$ cat config.mk
export PLATFORM = sky130hd
export DESIGN_NAME = alu_seq_exec
export DESIGN_NICKNAME = d
export VERILOG_FILES = /design/src/rtl/alu_seq_exec.sv
export SDC_FILE = /design/constraint.sdc
export NUM_CORES = 1
export LEC_CHECK = 0
export ABC_AREA = 0
export BUFFER_PORTS_ARGS = -buffer_cell sky130_fd_sc_hd__buf_4
export CAP_MARGIN = 10
export CORE_MARGIN = 2
export CORE_UTILIZATION = 35
export CTS_CLUSTER_SIZE = 8
export DETAILED_ROUTE_END_ITERATION = 10
export GPL_ROUTABILITY_DRIVEN = 0
export HOLD_SLACK_MARGIN = 0.06
export PLACE_DENSITY = 0.61
export SYNTH_ARGS = -nofsm -noshare
export SYNTH_HDL_FRONTEND = slang
export SYNTH_SLANG_ARGS = --single-unit
$ cat constraint.sdc
create_clock -name clk -period 3.55 [get_ports clk]
set_input_delay 0.71 -clock clk [delete_from_list [all_inputs] [get_ports clk]]
set_output_delay 0.71 -clock clk [all_outputs]
set_load 0.05 [all_outputs]
$ cat src/rtl/alu_seq_exec.sv
// ALU execute stage: single-cycle logic/arithmetic, iterative 1-bit/cycle shifts, valid/ready.
// Define ALU_BARREL_SHIFT_EN to replace the iterative shifter with a single-cycle barrel shifter.
`timescale 1ns/1ps
module alu_seq_exec #(
  parameter int unsigned DATA_W  = 32,
  parameter int unsigned SHAMT_W = 5
) (
  input  logic              clk,
  input  logic              rst_n,
  input  logic              in_valid,
  output logic              in_ready,
  input  logic [2:0]        aluop,
  input  logic [5:0]        funct,
  input  logic [DATA_W-1:0] op_a,
  input  logic [DATA_W-1:0] op_b,
  output logic              out_valid,
  input  logic              out_ready,
  output logic [DATA_W-1:0] result,
  output logic              carry,
  output logic              zero,
  output logic              sign,
  output logic              illegal
);

  typedef enum logic [1:0] {StIdle, StShift, StDone} state_e;
  typedef enum logic [3:0] {OpAdd, OpComp, OpAnd, OpXor, OpOr, OpSll, OpSrl, OpSra, OpIll} op_e;

  localparam logic [DATA_W-1:0] OneW = DATA_W'(1);

  state_e              state_q;
  logic [DATA_W-1:0]   result_q;
  logic                carry_q, zero_q, sign_q, illegal_q;
  op_e                 op;
  logic [SHAMT_W-1:0]  shamt;
  logic [DATA_W:0]     sum;
  logic [DATA_W-1:0]   calc_res;
  logic                calc_carry;
  logic                is_shift;

  assign shamt    = op_b[SHAMT_W-1:0];
  assign sum      = {1'b0, op_a} + {1'b0, op_b};
  assign is_shift = (op == OpSll) || (op == OpSrl) || (op == OpSra);

  always_comb begin
    op = OpIll;
    case ({aluop, funct})
      {3'b000, 6'd1}, {3'b101, 6'd1}: op = OpAdd;
      {3'b000, 6'd2}, {3'b110, 6'd1}: op = OpComp;
      {3'b000, 6'd3}:                 op = OpAnd;
      {3'b001, 6'd1}:                 op = OpXor;
      {3'b001, 6'd2}:                 op = OpOr;
      {3'b010, 6'd0}:                 op = OpSll;
      {3'b010, 6'd1}:                 op = OpSrl;
      {3'b010, 6'd2}:                 op = OpSra;
      default:                        op = OpIll;
    endcase
  end

`ifdef ALU_BARREL_SHIFT_EN
  // Double-width shifts expose the last bit shifted out at a fixed position.
  logic [2*DATA_W-1:0] sll_w, srl_w, sra_w;
  assign sll_w = {{DATA_W{1'b0}}, op_a} << shamt;
  assign srl_w = {op_a, {DATA_W{1'b0}}} >> shamt;
  assign sra_w = $signed({op_a, {DATA_W{1'b0}}}) >>> shamt;
`else
  logic [SHAMT_W-1:0]  count_q;
  op_e                 shop_q;
  logic [DATA_W-1:0]   step_res;
  logic                step_carry;

  always_comb begin
    step_res   = result_q;
    step_carry = 1'b0;
    case (shop_q)
      OpSll: begin
        step_res   = {result_q[DATA_W-2:0], 1'b0};
        step_carry = result_q[DATA_W-1];
      end
      OpSrl: begin
        step_res   = {1'b0, result_q[DATA_W-1:1]};
        step_carry = result_q[0];
      end
      OpSra: begin
        step_res   = {result_q[DATA_W-1], result_q[DATA_W-1:1]};
        step_carry = result_q[0];
      end
      default: ;
    endcase
  end
`endif

  always_comb begin
    calc_res   = '0;
    calc_carry = 1'b0;
    case (op)
      OpAdd: begin
        calc_res   = sum[DATA_W-1:0];
        calc_carry = sum[DATA_W];
      end
      OpComp: calc_res = ~op_b + OneW;
      OpAnd:  calc_res = op_a & op_b;
      OpXor:  calc_res = op_a ^ op_b;
      OpOr:   calc_res = op_a | op_b;
`ifdef ALU_BARREL_SHIFT_EN
      OpSll: begin
        calc_res   = sll_w[DATA_W-1:0];
        calc_carry = sll_w[DATA_W];
      end
      OpSrl: begin
        calc_res   = srl_w[2*DATA_W-1:DATA_W];
        calc_carry = srl_w[DATA_W-1];
      end
      OpSra: begin
        calc_res   = sra_w[2*DATA_W-1:DATA_W];
        calc_carry = sra_w[DATA_W-1];
      end
`else
      // Only reached with shamt == 0; nonzero amounts go through StShift.
      OpSll, OpSrl, OpSra: calc_res = op_a;
`endif
      default: ;
    endcase
  end

  always_ff @(posedge clk or negedge rst_n) begin
    if (!rst_n) begin
      state_q   <= StIdle;
      result_q  <= '0;
      carry_q   <= 1'b0;
      zero_q    <= 1'b0;
      sign_q    <= 1'b0;
      illegal_q <= 1'b0;
`ifndef ALU_BARREL_SHIFT_EN
      count_q   <= '0;
      shop_q    <= OpIll;
`endif
    end else begin
      unique case (state_q)
        StIdle: begin
          if (in_valid) begin
            illegal_q <= (op == OpIll);
`ifndef ALU_BARREL_SHIFT_EN
            if (is_shift && (shamt != '0)) begin
              result_q <= op_a;
              carry_q  <= 1'b0;
              count_q  <= shamt;
              shop_q   <= op;
              state_q  <= StShift;
            end else
`endif
            begin
              result_q <= calc_res;
              carry_q  <= calc_carry;
              zero_q   <= (calc_res == '0);
              sign_q   <= calc_res[DATA_W-1];
              state_q  <= StDone;
            end
          end
        end
        StShift: begin
`ifndef ALU_BARREL_SHIFT_EN
          result_q <= step_res;
          carry_q  <= step_carry;
          count_q  <= count_q - SHAMT_W'(1);
          if (count_q == SHAMT_W'(1)) begin
            zero_q  <= (step_res == '0);
            sign_q  <= step_res[DATA_W-1];
            state_q <= StDone;
          end
`else
          state_q <= StIdle;
`endif
        end
        StDone: begin
          if (out_ready) state_q <= StIdle;
        end
        default: state_q <= StIdle;
      endcase
    end
  end

`ifdef ALU_BARREL_SHIFT_EN
  // Shift class is irrelevant when every op completes in one cycle.
  logic unused_shift;
  assign unused_shift = is_shift;
`endif

  assign in_ready  = (state_q == StIdle);
  assign out_valid = (state_q == StDone);
  assign result    = result_q;
  assign carry     = carry_q;
  assign zero      = zero_q;
  assign sign      = sign_q;
  assign illegal   = illegal_q;

endmodule

# After elaboration in Yosys (flattened, before gate mapping)
# Cells that the tools add are included.
# W data, S select, Z words.
# totals
ff_bits	47
input_bits	77
output_inout_bits	38
wordCells	90
# op_classes
addsub	3
eq_ne	29
n_mux	27
bitwise	4
n_reduce_logical	19
# ops
op	count
$pmux W32 S6	1
$pmux W32 S3	1
$logic_not A32 Y1	2
$mux W32	2
$pmux W32 S2	1
$add A32 B32 Y33	1
$add A32 B1 Y32 const B	1
$and A32 B32 Y32	1
$not A32 Y32	1
$or A32 B32 Y32	1
$pmux W4 S8	1
$xor A32 B32 Y32	1
$eq A4 B3 Y1 const B	7
$eq A9 B8 Y1 const B	3
$eq A9 B2 Y1 const B	2
$eq A9 B7 Y1 const B	2
$eq A9 B9 Y1 const B	2
$mux W5	2
$pmux W5 S2	1
$eq A9 B1 Y1 const B	1
$mux W1	9
$reduce_and A3 Y1	3
$eq A4 B2 Y1 const B	2
$mux W2	4
20 further kinds	30

# Depth between registers and ports, before layout
# Gate-level depths: netlist (run 1).
# logic_depth
ltp_word	10
ltp_mapped	14
ltp_nobuf	13

# Worst setup path after synthesis (run 1)
# Ideal clock, no wire load.
# synth_path
path_type	input to register
from	in op_b[16]
to	reg zero_q, in the netlist zero
setup_time_ps	92
arrival_time_ps	3419
required_ps	3458
slack_ps	40
path_stages	11
path_buffers	0
path_cell_list	or4_4 > or3_4 > or3_4 > nor4_4 > and3_1 > xnor2_1 > a221oi_2 > and3_1 > nand4_1 > or3_1 > o31ai_2
# synth_via
elab_chain_len	7
word_cells_on_any_way	11
cone_classes	2 x add/sub; 4 x mux; 4 x bitwise; 1 x reduce/logical
# synth_rtl
item	line	text
from (decl)	15	input logic [DATA_W-1:0] op_b,
$not A32 Y32	100	OpComp: calc_res = ~op_b + OneW;
$add A32 B1 Y32	100	
$pmux W32 S6 (*)	95	case (op)
$logic_not A32 Y1 (*)	154	zero_q <= (calc_res == '0);
$mux W1 (*)	143	if (is_shift && (shamt != '0)) begin
$mux W1 (*)	140	if (in_valid) begin
$pmux W1 S2 (*)	138	unique case (state_q)
to (signal assigned)	154	
to (signal assigned)	166	zero_q <= (step_res == '0);
to (decl)	32	logic carry_q, zero_q, sign_q, illegal_q;
# Mark *: on every way between the ends. The rest lies on a longest branch, timed or not. The select of a mux whose other input is x is not followed.
# A chain may end at the register's enable or synchronous reset.

# Worst setup path in the final report (run 1)
# layout_path
from	in op_b[15]
to	reg zero_q, in the netlist zero
# The elaborated chain is that of the path after synthesis.

==> insert_results.sql, run 1 <==
INSERT INTO impl_metrics (metric_group, metric, value, unit) VALUES
('run_status', 'status', 'complete, no violations', ''),
('yosys', 'post_synth_inst_count', '1047', ''),
('die', 'rows', '53', ''),
('worst_setup_path', 'cp.arrival', '3740', 'ps'),
('worst_setup_path', 'cp.required', '3760', 'ps'),
('grt', 'grt.overflow.total', '0', ''),
('yosys', 'flops_latches_synth', '47', ''),
('cts', 'cts.sink_count', '47', ''),
('die', 'boundaryPins', '115', ''),
('die', 'fp.dieW', '149.1', 'um'),
('yosys', 'synth-edff-count', '0', ''),
('die', 'dieArea', '22230', 'um^2'),
('power_and_ir_drop', 'peakVddDrop', '202.0', 'uV'),
('min_path', 'hp-class', 'primary input to async pin', ''),
('cts', 'cts.htree.levels', '2', ''),
('yosys', 'synthArstFlopShare', '1.000', ''),
('die', 'die_height', '149.1', 'um'),
('grt', 'antenna_found_initial', '0', ''),
('cts', 'cts_buffers', '5', ''),
('placement', 'count_of_buffers_from_port_buffering', '114', ''),
('power_and_ir_drop', 'combPwrFrac', '0.498', ''),
('worst_setup_path', 'critical-path-max-stage-delay', '360', 'ps'),
('yosys', 'yosysWarningCount', '0', ''),
('sta', 'fin_tns_setup', '0', 'ps'),
('power_and_ir_drop', 'cellInternalPower', '1530', 'uW'),
('worst_setup_path', 'worst-r2r-setup-slack', '470', 'ps'),
('sta', 'hold_viol', '0', ''),
('yosys', 'post_synth_num_cell_types', '70', ''),
('worst_setup_path', 'timing.critical_path.fanout_max', '3', ''),
('cts', 'cts.root.buffer_cell', 'clkbuf_16', ''),
('die', 'starting_utilization_of_the_core_area', '0.3539', ''),
('grt', 'global_route_wire_length_before_repair', '46910', 'um'),
('yosys', 'yosys.area.top_type', 'dfrtp_1', ''),
('sta', 'grt_setup_unrepaired', 'true', ''),
('worst_setup_path', 'rr_startpoint', 'shop_q[1]', ''),
('yosys', 'top_area_cells_in_the_synthesized_netlist', 'dfrtp_1, ha_1, a21oi_1, nand2_1, o21ai_0', ''),
('worst_setup_path', 'crit_type', 'primary input to flip-flop', ''),
('power_and_ir_drop', 'power_per_cell_area', '243.7', 'nW/um^2'),
('layout', 'layout.cells.most_common', 'buf_4', ''),
('power_and_ir_drop', 'total_power', '2544', 'uW'),
('sta', 'timing_max_transition_violations_final', '0', ''),
('routing', 'vias_per_cell', '5.848', ''),
('power_and_ir_drop', 'p_sw', '1013', 'uW'),
('worst_setup_path', 'worst_path_cell_trace', 'buf_4 > buf_4 > inv_1 > ha_1 > a21oi_2 > o21a_1 > a21oi_1 > a211o_1 > buf_4 > nand2_1 > o2111ai_1 > a211o_1 > nor4_2 > nand4_1 > or3_1 > o31ai_2', ''),
('routing', 'pre_antenna_drt_iters', '7', ''),
('yosys', 'syn_nets', '1193', ''),
('worst_setup_path', 'cp_top_family', 'compound AO/OA/AOI/OAI gates', ''),
('layout', 'final_cell_mix', 'buf_4, nand2_1, a21oi_1, nor2_1, inv_1', ''),
('routing', 'drt_first_iter_violations', '852', ''),
('grt', 'first_global_vias', '8720', ''),
('grt', 'grt_max_degree', '48', ''),
('routing', 'final_antenna_net_count', '0', ''),
('layout', 'syn2layout_area_growth', '41.63', '%'),
('layout', 'num-nets-final', '1479', ''),
('routing', 'finalWirelength', '29270', 'um'),
('layout', 'drive_gt1_frac', '0.2999', ''),
('cts', 'cts.reportedPaths.clkPinSlew', '70', 'ps'),
('placement', 'placedInstanceArea', '10080', 'um^2'),
('worst_setup_path', 'cp_depth', '16', ''),
('sta', 'finalSetupViolations', '0', ''),
('die', 'floorplan.core_area', '20820', 'um^2'),
('power_and_ir_drop', 'swShare', '0.3984', ''),
('sta', 'max_freq', '282.8', 'MHz'),
('sta', 'ratio_of_final_minimum_period_to_clock_period', '0.9962', ''),
('routing', 'routed-via-count', '9410', ''),
('power_and_ir_drop', 'power_frac_seq', '0.259', ''),
('sta', 'timing.hold.ws', '426.0', 'ps'),
('sta', 'worst_slew_margin_rel', '0.4567', ''),
('worst_setup_path', 'worst_setup_path_start_kind', 'primary input', ''),
('yosys', 'yosysTopAreaCellShare', '0.1562', ''),
('worst_setup_path', 'critPathMostFrequentCell', 'buf_4', '');
logic make-up (layout without fill, tap and decap cells):
family          count (synthesis)  count (layout)  share of synthesized area
buf+inv                       144             431                    0.07402
mux                             4               4                   0.005433
fa+ha+maj                      69              69                     0.1182
compound gates                361             361                     0.3318
xor+xnor                       43              43                    0.05110
simple gates                  379             379                     0.2598
flops                          47              47                     0.1598
power groups by stage:
stage          sequential [uW]  combinational [uW]  clock (uW)
2_1_floorplan              775                 551           0
3_3_place_gp               663                1210           0
3_5_place_dp               665                1220           0
4_1_cts                    655                1230         622
5_1_grt                    664                1370         649
6_report                   658                1270         619
sequential cells by signal, summed over array words and instances (netlist names):
| signal | cells |
|---|---|
| zero | 1 |
| result | 32 |
| sign | 1 |
| count_q | 5 |
| state_q | 2 |
| carry | 1 |
| shop_q | 4 |
| illegal | 1 |
through the flow:
step,worst slack [ps],instances
floorplan,39.51,1047
global placement,-325.8,1597
detailed placement,-489.7,1597
CTS,16.72,1607
global route,-107.4,1609
finish,13.37,1609
cells in the mapped netlist (26+ instances only):
| master | instances |
|---|---|
| a22oi_1 | 26 |
| a21oi_1 | 92 |
| nand3_1 | 41 |
| a221oi_1 | 31 |
| inv_1 | 73 |
| o21ai_0 | 69 |
| clkbuf_1 | 61 |
| dfrtp_1 | 46 |
| xnor2_1 | 38 |
| nor2_1 | 89 |
| ha_1 | 68 |
| nand2_1 | 98 |
what timing repair did:
action	4_1_cts	5_1_grt
buffers inserted	2	2
gates cloned	0	0
gates resized for setup	10	23
setup endpoints to repair	1	5
hold buffers	0	0
pin swaps	3	11
worst max path at each step:
stage,slack [ps],start,end
2_1_floorplan,40,op_b[16],zero
3_3_place_gp,-330,op_a[2],zero
3_5_place_dp,-490,op_a[2],zero
4_1_cts,20,op_b[15],zero
5_1_grt,-110,op_b[16],zero
6_report,10,op_b[15],zero
routing by layer:
layer / GRT usage / share of wire / up-vias
li1: - / - / 4463
met1: 0.3895 / 0.46 / 4417
met2: 0.3970 / 0.43 / 486
met3: 0.02630 / 0.087 / 44
met4: 0.07048 / 0.022 / 0
met5: 0 / 0 / -
cell type report:
type / instances / area (um^2)
Inverter: 73 / 274.0
Sequential cell: 47 / 1177
Fill cell: 2107 / 10390
Multi-Input combinational cell: 856 / 5797
Timing Repair Buffer: 350 / 2653
Clock inverter: 3 / 67.56
Clock buffer: 5 / 125.1
Tap cell: 275 / 344.1
Note: power is estimated with default switching activity, not from simulation.
==> inputs of run 2 (changes only) <==
- HOLD_SLACK_MARGIN: 0.06 -> 0.05
- PLACE_DENSITY: 0.61 -> not set
- PLACE_DENSITY_LB_ADDON: not set -> 0.05
==> run 2 against run 1 <==
Effect of this change: the flow now finishes with violations (setup timing); clock power is 10% lower; first-iteration DRC count down 9.6%; critical path depth is 1 higher; critical endpoint unchanged; die area stayed put; clock skew is 3.1 ps higher; sequential share of layout area decreased by 0.18 points; worst hold slack got worse by 20 ps; via count is 2.5% lower; total power is 2.4% lower.
==> insert_results.sql, run 2 (synthesis gave the netlist of run 1 again) <==
INSERT INTO impl_metrics (metric_group, metric, value, unit) VALUES
('worst_setup_path', 'critical-path-max-stage-delay', '400', 'ps'),
('run_status', 'status', 'complete, but fails checks', ''),
('die', 'floorplan.core_area', '20820', 'um^2'),
('grt', 'grt_max_degree', '48', ''),
('run_status', 'failed_checks', 'setup timing', ''),
('sta', 'finalSetupViolations', '1', ''),
('worst_setup_path', 'worst-path-buf-inv', '4', ''),
('worst_setup_path', 'cp.required', '3770', 'ps'),
('cts', 'cts.sink_count', '47', ''),
('die', 'rows', '53', ''),
('cts', 'max-clock-path-buffers', '2', ''),
('routing', 'pre_antenna_drt_iters', '5', ''),
('power_and_ir_drop', 'peakVddDrop', '201.6', 'uV'),
('sta', 'ratio_of_final_minimum_period_to_clock_period', '1.007', ''),
('cts', 'cts.reportedPaths.clkPinSlew', '70', 'ps'),
('sta', 'hold_viol', '0', ''),
('routing', 'vias_per_cell', '5.629', ''),
('worst_setup_path', 'timing.critical_path.fanout_max', '4', ''),
('worst_setup_path', 'cp.arrival', '3790', 'ps'),
('worst_setup_path', 'worst-r2r-setup-slack', '610', 'ps'),
('cts', 'clock_insertion_delay_worst_skew', '300', 'ps'),
('sta', 'max_freq', '279.6', 'MHz'),
('grt', 'first_global_vias', '8714', ''),
('grt', 'antenna_found_initial', '0', ''),
('worst_setup_path', 'critPathMostFrequentCell', 'buf_4', ''),
('worst_setup_path', 'worst_setup_path_start_kind', 'primary input', ''),
('grt', 'global_route_wire_length_before_repair', '48700', 'um'),
('layout', 'antennaDiodeCount', '0', ''),
('sta', 'min_period', '3576', 'ps'),
('layout', 'syn2layout_area_growth', '43.92', '%'),
('die', 'die_height', '149.1', 'um'),
('sta', 'timing.hold.ws', '406.2', 'ps'),
('sta', 'fin_tns_setup', '-26.11', 'ps'),
('routing', 'drt_drc_violations_left', '0', ''),
('worst_setup_path', 'worst_path_cell_trace', 'buf_4 > ha_2 > fa_2 > a21o_1 > nand4_1 > and2_1 > o211ai_1 > nand3_1 > buf_4 > buf_4 > buf_4 > nor4_1 > a211o_1 > nor4_1 > nand4_1 > or3_1 > o31ai_2', ''),
('sta', 'worst_slew_margin_rel', '0.3292', ''),
('power_and_ir_drop', 'power_per_cell_area', '234.1', 'nW/um^2'),
('worst_setup_path', 'timing.reg2reg.worst_path_depth', '12', ''),
('grt', 'groute.usage.overall', '0.2743', ''),
('min_path', 'hp-class', 'primary input to async pin', ''),
('cts', 'cts_buffers', '5', ''),
('routing', 'drt_first_iter_violations', '770', ''),
('grt', 'grt.overflow.total', '0', ''),
('sta', 'grt_setup_unrepaired', 'true', ''),
('worst_setup_path', 'crit_type', 'primary input to flip-flop', ''),
('sta', 'finClkSkew', '9.762', 'ps'),
('layout', 'largest_reg_flops', '32', ''),
('cts', 'cts_tree', 'built', ''),
('sta', 'post-route-worst-setup-slack', '-26.11', 'ps'),
('die', 'fp.dieW', '149.1', 'um'),
('worst_setup_path', 'cp_top_family', 'simple AND/OR/NAND/NOR gates', ''),
('cts', 'cts.root.buffer_cell', 'clkbuf_16', ''),
('layout', 'final_cell_mix', 'buf_4, nand2_1, a21oi_1, nor2_1, inv_1', ''),
('sta', 'timing_max_transition_violations_final', '0', ''),
('placement', 'count_of_buffers_from_port_buffering', '114', ''),
('worst_setup_path', 'worst_path_max_delay_cell', 'fa_2', ''),
('die', 'boundaryPins', '115', ''),
('power_and_ir_drop', 'total_power', '2483', 'uW'),
('job', 'number_of_max_cap_violations', '0', ''),
('cts', 'cts.htree.levels', '2', ''),
('layout', 'layout.cells.most_common', 'buf_4', ''),
('sta', 'max_slew.worst_pin.slew', '995.6', 'ps'),
('placement', 'place.detailed.hpwl', '25130', 'um'),
('routing', 'routed-via-count', '9176', ''),
('worst_setup_path', 'rr_endpoint', 'zero', ''),
('die', 'starting_utilization_of_the_core_area', '0.3539', ''),
('power_and_ir_drop', 'power.leakage', '0.004952', 'uW'),
('layout', 'post-route-util', '0.5094', ''),
('die', 'dieArea', '22230', 'um^2'),
('worst_setup_path', 'end_kind', 'flip-flop', ''),
('routing', 'final_antenna_net_count', '0', ''),
('routing', 'finalWirelength', '30380', 'um'),
('layout', 'num-nets-final', '1500', ''),
('routing', 'post_drt_wl_per_cell', '18.64', 'um'),
('worst_setup_path', 'rr_startpoint', 'count_q[1]', ''),
('placement', 'pre_cts_ws', '-538.1', 'ps'),
('layout', 'drive_gt1_frac', '0.3041', '');
==> run 2: timing repair <==
item                                    in CTS  in global routing
endpoints found under the setup margin       1                  7
hold buffers                                 0                  0
endpoints found under the hold margin        0                  0
gates resized for setup                     19                  2
pin swaps                                   11                  7
buffers inserted                             2                  3
==> run 2: final cells by class <==
cell class                      count  area [um^2]
Clock inverter                      3        46.29
Tap cell                          275        344.1
Timing Repair Buffer              371         2873
Multi-Input combinational cell    856         5767
Clock buffer                        5        125.1
Sequential cell                    47         1177
Fill cell                        2173        10220
Inverter                           73        274.0
==> run 2: metal layers <==
layer / track usage / part of all wire / vias up
met5: 0 / 0 / -
met4: 0.04857 / 0.011 / 0
met3: 0.02141 / 0.054 / 19
met2: 0.4279 / 0.44 / 281
met1: 0.4162 / 0.49 / 4372
li1: - / - / 4504
==> run 2: power breakdown <==
group | leakage [uW] | internal (uW) | switching (uW)
clock | 0.0000804 | 335 | 221
combinational | 0.00425 | 548 | 719
sequential | 0.000624 | 582 | 78.3
total | 0.00495 | 1460 | 1020
==> run 2: stage by stage <==
stage	instance area, um^2	cells
after floorplan	7370	1047
after global placement	10300	1617
after detailed placement	10300	1617
after CTS	10580	1627
after global routing	10610	1630
final	10610	1630
==> run 2: worst max path at each step <==
stage / start / to / slack [ps] / cells past startpoint
finish: op_a[0] / zero / -30 / 17
global route: op_b[0] / zero / -250 / 15
CTS: op_b[1] / zero / 5 / 14
detailed placement: op_b[2] / zero / -540 / 14
global placement: op_b[2] / zero / -430 / 14
floorplan: op_b[16] / zero / 40 / 11
